### config.mk
export PLATFORM = sky130hd
export DESIGN_NAME = multicycle_control
export DESIGN_NICKNAME = d
export VERILOG_FILES = /design/src/rtl/multicycle_control.sv
export SDC_FILE = /design/constraint.sdc
export NUM_CORES = 1
export LEC_CHECK = 0
export BUFFER_PORTS_ARGS = -buffer_cell sky130_fd_sc_hd__buf_2
export CORE_ASPECT_RATIO = 0.75
export CORE_MARGIN = 2
export CORE_UTILIZATION = 43
export DETAILED_ROUTE_END_ITERATION = 7
export GPL_ROUTABILITY_DRIVEN = 1
export PLACE_DENSITY_LB_ADDON = 0.1
export SLEW_MARGIN = 25
export SYNTH_ARGS = -nofsm -noshare
export SYNTH_HDL_FRONTEND = slang
export SYNTH_SLANG_ARGS = --single-unit
### constraint.sdc
create_clock -name clk -period 1.5 [get_ports clk]
set_input_delay 0.075 -clock clk [delete_from_list [all_inputs] [get_ports clk]]
set_output_delay 0.075 -clock clk [all_outputs]
set_load 0.01 [all_outputs]
### src/rtl/multicycle_control.sv
// Multi-cycle sequencer: walks each instruction through fetch/decode/mem/exec/branch/writeback.
// Optional illegal-opcode trap (HALT state, sticky illegal) is built when ILLEGAL_OP_TRAP_EN is defined.
module multicycle_control #(
  parameter int NUM_WORDS = 4,
  parameter int WSEL_W    = 2
) (
  input  logic                 clk,
  input  logic                 reset,
  input  logic [5:0]           op,
  input  logic                 mem_ready,
  input  logic                 alu_done,
  input  logic                 flag_eq,
  input  logic                 flag_gt,
  input  logic                 flag_lt,
  output logic                 pc_write,
  output logic                 pc_src,
  output logic                 inst_write,
  output logic                 mem_read,
  output logic                 mem_write,
  output logic [WSEL_W-1:0]    word_sel,
  output logic [NUM_WORDS-1:0] data_out,
  output logic                 reg_write,
  output logic                 alu_start,
  output logic [5:0]           alu_op,
  output logic [2:0]           state_o,
  output logic                 illegal
);

  typedef enum logic [2:0] {
    FETCH  = 3'd0,
    DECODE = 3'd1,
    MEM    = 3'd2,
    EXEC   = 3'd3,
    WB     = 3'd4,
    BRANCH = 3'd5
`ifdef ILLEGAL_OP_TRAP_EN
    , HALT = 3'd6
`endif
  } stateT;

  stateT             state, nextState;
  logic [5:0]        opQ, nextOpQ;
  logic [WSEL_W-1:0] k, nextK;
  logic              startDone, nextStartDone;
  logic              illegalQ, nextIllegal;

  logic isMld, isMstr, isInt, isCmp, take;

  always_comb begin
    isMld  = (opQ == 6'b000000);
    isMstr = (opQ == 6'b000001);
    isInt  = (opQ[5:3] == 3'b010);
    isCmp  = (opQ == 6'b011000) || (opQ == 6'b011001);
    take   = (opQ == 6'b011100) ||
             ((opQ == 6'b011101) && flag_eq) ||
             ((opQ == 6'b011110) && flag_gt) ||
             ((opQ == 6'b011111) && flag_lt);
  end

  always_ff @(posedge clk or posedge reset) begin
    if (reset) begin
      state     <= FETCH;
      opQ       <= '0;
      k         <= '0;
      startDone <= 1'b0;
      illegalQ  <= 1'b0;
    end else begin
      state     <= nextState;
      opQ       <= nextOpQ;
      k         <= nextK;
      startDone <= nextStartDone;
      illegalQ  <= nextIllegal;
    end
  end

  always_comb begin
    nextState     = state;
    nextOpQ       = opQ;
    nextK         = k;
    nextStartDone = startDone;
    nextIllegal   = illegalQ;
    pc_write      = 1'b0;
    pc_src        = 1'b0;
    inst_write    = 1'b0;
    mem_read      = 1'b0;
    mem_write     = 1'b0;
    word_sel      = '0;
    data_out      = '0;
    reg_write     = 1'b0;
    alu_start     = 1'b0;

    case (state)
      FETCH: begin
        mem_read = 1'b1;
        if (mem_ready) begin
          inst_write = 1'b1;
          pc_write   = 1'b1;
          nextState  = DECODE;
        end
      end
      DECODE: begin
        nextOpQ = op;
        nextK   = '0;
        if (op == 6'b000000 || op == 6'b000001)
          nextState = MEM;
        else if (op inside {6'b001000, 6'b001001, 6'b001100, 6'b001101} ||
                 op[5:3] == 3'b010 || op == 6'b011000 || op == 6'b011001)
          nextState = EXEC;
        else if (op[5:2] == 4'b0111)
          nextState = BRANCH;
        else if (op == 6'b100100)
          nextState = WB;
        else begin
`ifdef ILLEGAL_OP_TRAP_EN
          nextState   = HALT;
          nextIllegal = 1'b1;
`else
          nextState = FETCH;
`endif
        end
      end
      MEM: begin
        word_sel  = k;
        mem_read  = isMld;
        mem_write = isMstr;
        if (mem_ready) begin
          if (isMld) data_out = NUM_WORDS'(1) << k;
          if (k == WSEL_W'(NUM_WORDS - 1)) begin
            nextK     = '0;
            nextState = isMld ? WB : FETCH;
          end else begin
            nextK = k + 1'b1;
          end
        end
      end
      EXEC: begin
        // alu_done is only honoured once the launch pulse has gone out
        if (!startDone) begin
          alu_start     = 1'b1;
          nextStartDone = 1'b1;
        end else if (alu_done) begin
          nextStartDone = 1'b0;
          nextState     = isCmp ? FETCH : WB;
        end
      end
      WB: begin
        reg_write = 1'b1;
        data_out  = isInt ? NUM_WORDS'(1) : '1;
        nextState = FETCH;
      end
      BRANCH: begin
        pc_src    = 1'b1;
        pc_write  = take;
        nextState = FETCH;
      end
`ifdef ILLEGAL_OP_TRAP_EN
      HALT: nextState = HALT;
`endif
      default: nextState = FETCH;
    endcase

    // Strobes are forced low for the whole time reset is held, not just after the edge
    if (reset) begin
      pc_write   = 1'b0;
      pc_src     = 1'b0;
      inst_write = 1'b0;
      mem_read   = 1'b0;
      mem_write  = 1'b0;
      word_sel   = '0;
      data_out   = '0;
      reg_write  = 1'b0;
      alu_start  = 1'b0;
    end
  end

  assign alu_op  = opQ;
  assign state_o = state;
`ifdef ILLEGAL_OP_TRAP_EN
  assign illegal = illegalQ;
`else
  assign illegal = 1'b0;
`endif

endmodule

[Yosys cells after proc, flatten, opt, wreduce, memory -nomap -nowiden]
Cells that the tools add are included.
Storage, ports and cells
  register bits: 12
  input bits: 13
  output and inout bits: 23
  word-level logic and storage cells: 93
Operators by class
  add/sub/neg operators: 1
  equal/unequal tests: 29
  shift-type cells: 1
  mux-type cells: 40
  reductions and logical operators: 18
Operators with widths (count)
  $eq A6 B5 Y1 const B: 8
  $mux W3: 11
  $eq A6 B4 Y1 const B: 4
  $mux W1: 16
  $mux W4: 4
  $eq A3 B2 Y1 const B: 4
  $eq A6 B1 Y1 const B: 2
  $logic_not A6 Y1: 2
  $pmux W3 S4: 1
  $ne A2 B2 Y1 const B: 5
  $logic_or A1 B1 Y1: 8
  $mux W2: 4
  $pmux W4 S2: 1
  $eq A3 B3 Y1 const B: 2
  $eq A6 B6 Y1 const B: 1
  $reduce_and A5 Y1: 1
  $eq A4 B3 Y1 const B: 1
  $pmux W1 S2: 2
  $pmux W2 S2: 1
  $reduce_bool A4 Y1: 1
  $shl A1 B2 Y4 const A: 1
  $eq A3 B1 Y1 const B: 1
  $logic_and A1 B1 Y1: 3
  $logic_not A3 Y1: 1
  4 further kinds: 4

[Depth between registers and ports, before layout]
Gate-level depths: netlist of run 1.
  word-level depth: 8
  mapped depth: 5
  depth with buffers taken out: 5

[Worst setup path before layout of run 1]
No wires, ideal clock.
  kind: register to output
  start point: reg state[2] (netlist: state_o[2])
  end point: out data_out[1]
  data arrival time: 1.552 ns
  data required time: 1.425 ns
  setup slack: -0.127 ns
  cell stages (with the launch flop): 6
  buffers on the path: 1
  cells stage by stage: dfrtp_1 -> buf_2 -> or4bb_1 -> nor4_4 -> a21oi_1 -> nor2_1
Between the ends
  word-level cells in the longest chain between the ends: 3
  elaborated cells between the ends (all ways): 4
RTL lines
  start: declaration: RTL line 41  | stateT state, nextState;
  start signal: assignment: RTL line 68  | state <= nextState;
  $eq A3 B3 Y1 or $eq A3 B2 Y1 (tied branches): RTL line 92  | case (state)
  $pmux W4 S2 *: RTL line 92
  $mux W4 *: RTL line 163  | if (reset) begin
  end: declaration: RTL line 21  | output logic [NUM_WORDS-1:0] data_out,
Mark *: on every way between the ends. The rest lies on a longest branch, timed or not.

[Worst setup path after layout of run 1]
  start point: reg opQ[5] (netlist: alu_op[5])
  end point: out data_out[1]
Between the ends
  word-level cells in the longest chain between the ends: 5
  elaborated cells between the ends (all ways): 7
RTL lines
  start: declaration: RTL line 42  | logic [5:0] opQ, nextOpQ;
  start signal: assignment: RTL line 69  | opQ <= nextOpQ;
  $logic_not A6 Y1: RTL line 50  | isMld = (opQ == 6'b000000);
  $mux W4: RTL line 127  | if (isMld) data_out = NUM_WORDS'(1) << k;
  $mux W4: RTL line 126  | if (mem_ready) begin
  $pmux W4 S2 *: RTL line 92
  $mux W4 *: RTL line 163
Marks and branches as above.

==> results of run 1 <==
[cell usage in the layout (no fill, tap or decap), types with 4 or more instances in the layout]
cell type / instances
buf_4: 14
buf_2: 34
a21oi_1: 5
dfrtp_1: 11
nand2b_1: 4
ha_1: 4
inv_1: 7
o21ai_0: 5
nor2_1: 7
mux2_2: 4
nand2_1: 7
[path summary, 6_finish.rpt]
check	end	from
setup reg to reg	state_o[2]	alu_op[5]
min in group asynchronous	k[1]	reset
max in group asynchronous	alu_op[1]	reset
hold / removal	state_o[0]	op[5]
hold reg to reg	alu_op[3]	alu_op[3]
setup / recovery	data_out[1]	alu_op[5]
[flip-flops by register name (all words and copies together), names as in the netlist]
register   cells
state_o        3
k              2
startDone      1
alu_op         6
[per-stage QoR]
step	cells	util, %	hold WS [ns]	setup WS (ns)	power, mW
floorplan	107	-	-0.0604	-0.117	1.43
global placement	173	59.5	0.173	-0.113	1.96
detailed placement	173	59.5	0.175	-0.141	1.99
CTS	178	63.4	0.0369	-0.417	2.31
global route	182	67.1	0.0402	-0.569	2.69
finish	182	67.1	0.0365	-0.433	2.50
[logic make-up (layout without fill, tap and decap cells)]
group / Yosys count / count (layout) / synth area share [%]
simple gates: 45 / 45 / 29.2
compound gates: 28 / 28 / 20.7
flops: 12 / 12 / 32.7
buf+inv: 12 / 63 / 5.59
mux: 5 / 5 / 5.99
fa+ha+maj: 4 / 4 / 5.45
other cells: 1 / 1 / 0.408
[final cells by class]
cell class	instances	area share (%)
clock buffers	4	2.68
multi-input cells	83	47.0
inverters	7	1.94
repair buffers	52	23.9
flip-flops and latches	12	22.3
well taps	24	2.22
[power by group through the flow]
stage / clock, mW / combinational (mW) / sequential, mW
6_report: 0.270 / 1.55 / 0.675
5_1_grt: 0.295 / 1.70 / 0.699
4_1_cts: 0.273 / 1.39 / 0.654
3_5_place_dp: 0 / 1.34 / 0.652
3_3_place_gp: 0 / 1.32 / 0.643
2_1_floorplan: 0 / 0.721 / 0.707
[metal layers]
metal / up-vias / part of all wire, % / wire (microns) / GRT usage [%]
met5: - / 0 / 0 / 0
met1: 487 / 47 / 1310 / 32.7
li1: 497 / - / - / -
met2: 40 / 45 / 1260 / 36.4
met3: 10 / 6.3 / 178 / 4.39
met4: 0 / 2.1 / 58 / 9.30
[timing repair]
action	CTS	global route
setup endpoints to repair	12	14
hold buffers	1	0
buffers inserted	0	4
gates resized for setup	8	10
pin swaps	6	6
hold endpoints to repair	12	0
==> reports/results.ini, run 1 <==
[yosys]
ys.flop_type = dfrtp_1
synth_cells = 107
synth_area_per_cell_sq_um = 8.58
synth_common_cells = dfrtp_1 (12), nor2_1 (10), inv_1 (7), nand2_1 (7), a21oi_1 (6)
synth_cell_types = 39
netlist_area_sq_um = 918
synth-edff-count = 0
synth.net_count = 124
ys_seq_elements = 12
synthMostInstantiatedCell = dfrtp_1
yosys-top-cells-area = dfrtp_1 (33%), ha_1 (5.4%), mux2_2 (4.9%), nor2_1 (4.1%), nand2b_1 (3.4%)
synth_warnings = 0
ys_seq_area_share_pct = 32.7
async_flop_share_pct = 100
netlist.area_leader.share_pct = 32.7
synth_area_leader_cell = dfrtp_1

[timing]
min_period_ns = 1.93
setup_tns_ns = -2.96
fin_crit_sh_pct = 129
fin_worst_skew_ns = 0.00277
timing.final.ws_setup_ns = -0.433
setup_viol = 12
fmax_ghz = 0.517
finalHoldViolations = 0
maxSlewViolCount = 0
grt_setup_unrepaired = true

[grt]
overflow = 0
grt_max_degree = 20
antenna_found_initial = 0
grt_pass1_vias = 955
grtUsageTotal_pct = 23.4
grt_pass1_wl_microns = 4450

[die]
die_x_microns = 57.4
io-pin-count = 36
design.die.area_sq_um = 2530
core.rowCount = 14
initial_core_util_pct = 45.6
fp.dieH_microns = 44.0
core_area_sq_um = 2010

[power]
vdd_drop_max_uv = 1160
internal-power_mw = 1.39
pwr-share-seq_pct = 27.1
power.net_switching_mw = 1.11
p_sw_share_pct = 44.5
powerDensity_nw_per_um2 = 1840
leakage_nw = 0.677
clkPwrFrac_pct = 10.8
power_frac_comb_pct = 62.1

[cells_and_area]
stdcell_area_sq_um = 1350
nNetsFinal = 176
fill_cells = 181
diodes = 0
ff_latch_area_sq_um = 302
multi_input_area_sq_um = 636
syn_to_final_growth_pct = 47.3
drive_above_1_share_pct = 46.8

[critical_path]
crit_buf_inv = 1
crit_family = simple AND/OR/NAND/NOR gates
path_depth = 5
worstPathCellList = or4_4 -> nor4_4 -> a21oi_1 -> nor2_1 -> buf_2
slowest_delay_ns = 0.57
worstPathRequired_ns = 1.42
slowest_stage = or4_4
crit_arrival_ns = 1.86
reg2reg_slack_ns = -0.17
crit_path_start_kind = flop
cp_max_fo = 3
cp-end-kind = output pin
reg2reg_depth = 5
critPathKind = reg2out

[route]
drt_first_pass_iters = 4
wl_per_cell_microns = 15.4
drc = 0
drt_wl_total_microns = 2800
ant_nets = 0
drt_first_iter_violations = 29
vias = 1034
via_per_inst = 5.68

[clock_network]
cts_tree = yes
htreeDepth = 1
cts.root.buffer_cell = clkbuf_4
clk_path_buf_depth = 2
clkTransAtPathRegs_ns = 0.08
clock_latency_ns = 0.29
cts_buffers = 3
cts_sinks = 12

[place]
hpwl_microns = 2100
place_congestion = 0.878
dpl_cell_area_sq_um = 1200
io_buffers = 34

[job]
drv_cap = 0

[status]
status = finished, violations left
failed_checks = negative setup slack

[hold_path]
hp-class = in2reg
worstHoldPathCells = 2

Note: power is estimated with default switching activity, not from simulation.
==> inputs of run 2 (changes only) <==
Settings changed: PLACE_DENSITY_LB_ADDON 0.1 to 0.3.
==> run 2 against run 1 <==
Net effect: the run still ends with negative setup slack left; non-clock buffer count grew 8; sequential power about the same; clock skew increased by 0.0055 ns; via count rose by 5.5%; core utilization increased by 4.3 points; final cell count is 4.4% higher; global-route usage increased by 0.19 points; register-to-register slack lost 0.03 ns.
==> reports/results.ini, run 2 (same netlist as run 1, synthesis figures left out) <==
[status]
status = finished, violations left
failed_checks = negative setup slack

[power]
vdd_drop_max_uv = 1290
clkPwrFrac_pct = 9.8
leakage_nw = 0.730
p_total_mw = 2.71
p_sw_share_pct = 43.3
power.net_switching_mw = 1.18
pwr-share-seq_pct = 25.0
power_frac_comb_pct = 65.2
powerDensity_nw_per_um2 = 1880
internal-power_mw = 1.54

[die]
io-pin-count = 36
core.rowCount = 14
design.die.area_sq_um = 2530
initial_core_util_pct = 45.6
die_x_microns = 57.4
fp.dieH_microns = 44.0
core_area_sq_um = 2010

[grt]
grt_pass1_vias = 1012
met3_usage_pct = 6.73
use_met1_pct = 31.2
grt.busiest_layer = met2
grt_max_degree = 20
grtUsageTotal_pct = 23.6
antenna_found_initial = 0
grt_pass1_wl_microns = 4520
overflow = 0
grt_use_met2_pct = 37.0

[cells_and_area]
drive_above_1_share_pct = 50.0
largest_reg_flops = 6
stdcell_area_sq_um = 1440
diodes = 0
final_cell_mix = buf_2 (33), buf_4 (20), dfrtp_1 (11)
nNetsFinal = 184
syn_to_final_growth_pct = 56.8
final_common_cell = buf_2
final_cells = 190

[clock_network]
clk_path_buf_depth = 2
cts_tree = yes
cts_sinks = 12
cts_buffers = 3
clkTransAtPathRegs_ns = 0.09
htreeDepth = 1
cts.root.buffer_cell = clkbuf_4
clock_latency_ns = 0.28

[critical_path]
r2r_end = state_o[2]
reg2reg_depth = 5
worstPathRequired_ns = 1.42
crit_path_start_kind = flop
crit_arrival_ns = 1.88
r2r_start = alu_op[1]
critPathKind = reg2out
reg2reg_slack_ns = -0.20
cp_max_fo = 3
crit_start = alu_op[1]
cp-end-kind = output pin

[hold_path]
hp-class = in2reg
holdCritStartpoint = op[0]
whs_endpoint = alu_op[0]
worstHoldPathCells = 2

[timing]
fin_worst_skew_ns = 0.00827
grt_setup_unrepaired = true
finalHoldViolations = 0
worstMarginPinSlew_ns = 0.504
slew_headroom_pct = 66.4
fmax_ghz = 0.512
timing.final.ws_setup_ns = -0.453
fin_hold_ws_ns = 0.0528
setup_tns_ns = -3.10
setup_viol = 12
min_period_ns = 1.95
maxSlewViolCount = 0
fin_crit_sh_pct = 130

[place]
io_buffers = 34
place_congestion = 0.844
hpwl_microns = 2070
dp_cells = 174
dpl_cell_area_sq_um = 1210

[route]
drc = 0
ant_nets = 0
vias = 1091
wl_per_cell_microns = 15.6
drt_first_pass_iters = 4
via_per_inst = 5.74
drt_first_iter_violations = 57
drt_wl_total_microns = 2970

[job]
drv_cap = 0

run 2: repair_timing:
| action | in CTS | in global routing |
|---|---|---|
| hold buffers | 1 | 0 |
| pin swaps | 7 | 7 |
| buffers inserted | 7 | 5 |
| endpoints found under the hold margin | 12 | 0 |
| gates cloned | 0 | 0 |
| resized for setup | 12 | 12 |
| endpoints found under the setup margin | 13 | 14 |
run 2: power groups by stage:
| stage | combinational [mW] | clock [mW] | sequential, mW |
|---|---|---|---|
| floorplan | 0.721 | 0 | 0.707 |
| global placement | 1.30 | 0 | 0.650 |
| detailed placement | 1.33 | 0 | 0.665 |
| CTS | 1.56 | 0.273 | 0.652 |
| global route | 1.91 | 0.288 | 0.696 |
| finish | 1.77 | 0.267 | 0.678 |
run 2: area by class of cell:
type                            instances  area [sq um]
Clock buffer                            4          36.3
Fill cell                             149           574
Inverter                                7          28.8
Multi-Input combinational cell         83           651
Sequential cell                        12           302
Tap cell                               24          30.0
Timing Repair Buffer                   60           393
run 2: worst max-delay path, stage by stage, from the launching register on:
cell,delay [ns]
dfrtp_2,0.41
or4_4,0.54
nor4_4,0.29
a21oi_1,0.12
nor2_1,0.11
buf_2,0.13
run 2: worst max-delay path by stage:
| stage | end | slack (ns) | cells after the start |
|---|---|---|---|
| floorplan | data_out[2] | -0.12 | 5 |
| global placement | data_out[2] | -0.11 | 5 |
| detailed placement | data_out[2] | -0.18 | 5 |
| CTS | data_out[2] | -0.43 | 5 |
| global route | data_out[2] | -0.53 | 5 |
| finish | data_out[2] | -0.45 | 5 |
run 2: metrics by stage:
| stage | utilization, % | setup slack [ns] |
|---|---|---|
| 5_1_grt | 71.5 | -0.535 |
| 6_report | 71.5 | -0.453 |
| 2_1_floorplan | - | -0.117 |
| 4_1_cts | 66.8 | -0.433 |
| 3_5_place_dp | 59.9 | -0.176 |
| 3_3_place_gp | 59.9 | -0.109 |
run 2: per-layer routing:
metal	part of all wire (%)	up-vias
met5	0	-
met4	0.44	0
met3	7.6	2
met2	47	57
met1	45	515
li1	-	517
==> inputs of run 3 (changes only) <==
Settings changed: PLACE_DENSITY_LB_ADDON 0.3 to 0.08.
==> run 3 against run 2 <==
Net effect: largest cell class unchanged; largest power group unchanged; clock-buffer cell count unchanged; final area decreased by 11%; the run still ends with negative setup slack left; fmax increased by 2.2%; setup slack improved by 0.042 ns; routed wire length decreased by 14%.
==> reports/results.ini, run 3 (same netlist as run 1, synthesis figures left out) <==
[route]
ant_nets = 0
top_layer = met4
wl_per_cell_microns = 14.3
drc = 0
drt_first_pass_iters = 4
drt_first_iter_violations = 42
vias = 992
via_per_inst = 5.54
drt_wl_total_microns = 2570
wl_met3_microns = 144
wl_met2_microns = 1140
wl_met1_microns = 1260

[grt]
grtUsageTotal_pct = 22.9
grt_max_degree = 20
grt_pass1_wl_microns = 4370
antenna_found_initial = 0
overflow = 0
grt_pass1_vias = 933

[power]
pwr-share-seq_pct = 28.3
vdd_drop_max_uv = 1200
powerDensity_nw_per_um2 = 1810
leakage_nw = 0.647
p_sw_share_pct = 44.6
internal-power_mw = 1.29
power_frac_comb_pct = 62.7
power.net_switching_mw = 1.04
clkPwrFrac_pct = 9.0

[cells_and_area]
drive_above_1_share_pct = 43.9
diodes = 0
final_common_cell = buf_2
stdcell_area_sq_um = 1290
largest_reg_flops = 6
syn_to_final_growth_pct = 40.3
final_cell_mix = buf_2 (34), buf_4 (14), dfrtp_1 (10)
nNetsFinal = 173

[timing]
fin_crit_sh_pct = 127
maxSlewViolCount = 0
grt_setup_unrepaired = true
fin_worst_skew_ns = 0.000779
timing.final.ws_setup_ns = -0.411
fmax_ghz = 0.523
finalHoldViolations = 0
min_period_ns = 1.91
setup_viol = 11

[critical_path]
crit_start = state_o[2]
r2r_end = state_o[2]
endpoint = data_out[1]
cp-end-kind = output pin
reg2reg_depth = 4
critPathKind = reg2out
r2r_start = alu_op[1]
reg2reg_slack_ns = -0.01
crit_arrival_ns = 1.84
worstPathRequired_ns = 1.42
cp_max_fo = 3
crit_path_start_kind = flop

[place]
io_buffers = 34
dpl_worst_slack_ns = -0.150
dpl_cell_area_sq_um = 1180
place_congestion = 0.903
hpwl_microns = 1960

[clock_network]
cts_tree = yes
clkTransAtPathRegs_ns = 0.07
cts_sinks = 12
cts_buffers = 3
htreeDepth = 1
clock_latency_ns = 0.27
clk_path_buf_depth = 2
cts.root.buffer_cell = clkbuf_4

[status]
status = finished, violations left
failed_checks = negative setup slack

[die]
fp.dieH_microns = 44.0
design.die.area_sq_um = 2530
initial_core_util_pct = 45.6
core.rowCount = 14
core_area_sq_um = 2010
die_x_microns = 57.4
io-pin-count = 36

[hold_path]
hp-class = in2reg

[job]
drv_cap = 0

-- run 3: changes by cell type in the layout (fill, tap and decap cells not counted), sizes merged --
cell and change:
buf -11
-- run 3: power by group through the flow --
| stage | logic, mW | registers [mW] | clock network (mW) |
|---|---|---|---|
| floorplan | 0.721 | 0.707 | 0 |
| global placement | 1.28 | 0.646 | 0 |
| detailed placement | 1.30 | 0.653 | 0 |
| CTS | 1.42 | 0.649 | 0.218 |
| global route | 1.62 | 0.683 | 0.232 |
| finish | 1.46 | 0.661 | 0.210 |
-- run 3: metal layers --
| layer | vias up | GRT usage (%) |
|---|---|---|
| li1 | 492 | - |
| met1 | 457 | 32.2 |
| met2 | 37 | 35.5 |
| met3 | 6 | 4.68 |
| met4 | 0 | 7.91 |
| met5 | - | 0 |
-- run 3: worst min-delay path by stage --
stage               start  slack (ns)  cells after the start        end
finish              op[0]        0.05                      2  alu_op[0]
global route        op[0]        0.05                      2  alu_op[0]
CTS                 op[0]        0.04                      2  alu_op[0]
detailed placement  reset        0.17                      2  startDone
global placement    reset        0.17                      2  startDone
floorplan           reset       -0.06                      1  alu_op[0]
-- run 3: final cells by class --
class                      instances  area, sq um
multi-input combinational         83          618
sequential                        12          303
timing repair buffer              49          285
clock buffer                       4         26.3
inverter                           7         26.3
fill                             194          726
tap                               24         30.0
-- run 3: metrics by stage --
stage	utilization, %	hold slack (ns)	TNS [ns]	std cells	total power [mW]
detailed placement	58.8	0.169	-0.527	171	1.95
global route	64.0	0.0528	-3.42	179	2.53
CTS	63.3	0.0416	-2.44	179	2.29
finish	64.0	0.0494	-2.32	179	2.33
global placement	58.8	0.169	-0.459	171	1.93
floorplan	-	-0.0604	-0.341	107	1.43
-- run 3: worst max-delay path: stages (launching register included) --
cell	delay [ns]
dfrtp_1	0.39
or4bb_4	0.55
nor4_4	0.26
a21oi_1	0.11
nor2_1	0.12
buf_2	0.14
-- run 3: repair_timing --
item	in CTS	in global routing
setup buffers	3	0
gates resized for setup	8	3
setup endpoints to repair	13	13
hold buffers	1	0
pin swaps	5	2
endpoints found under the hold margin	12	0
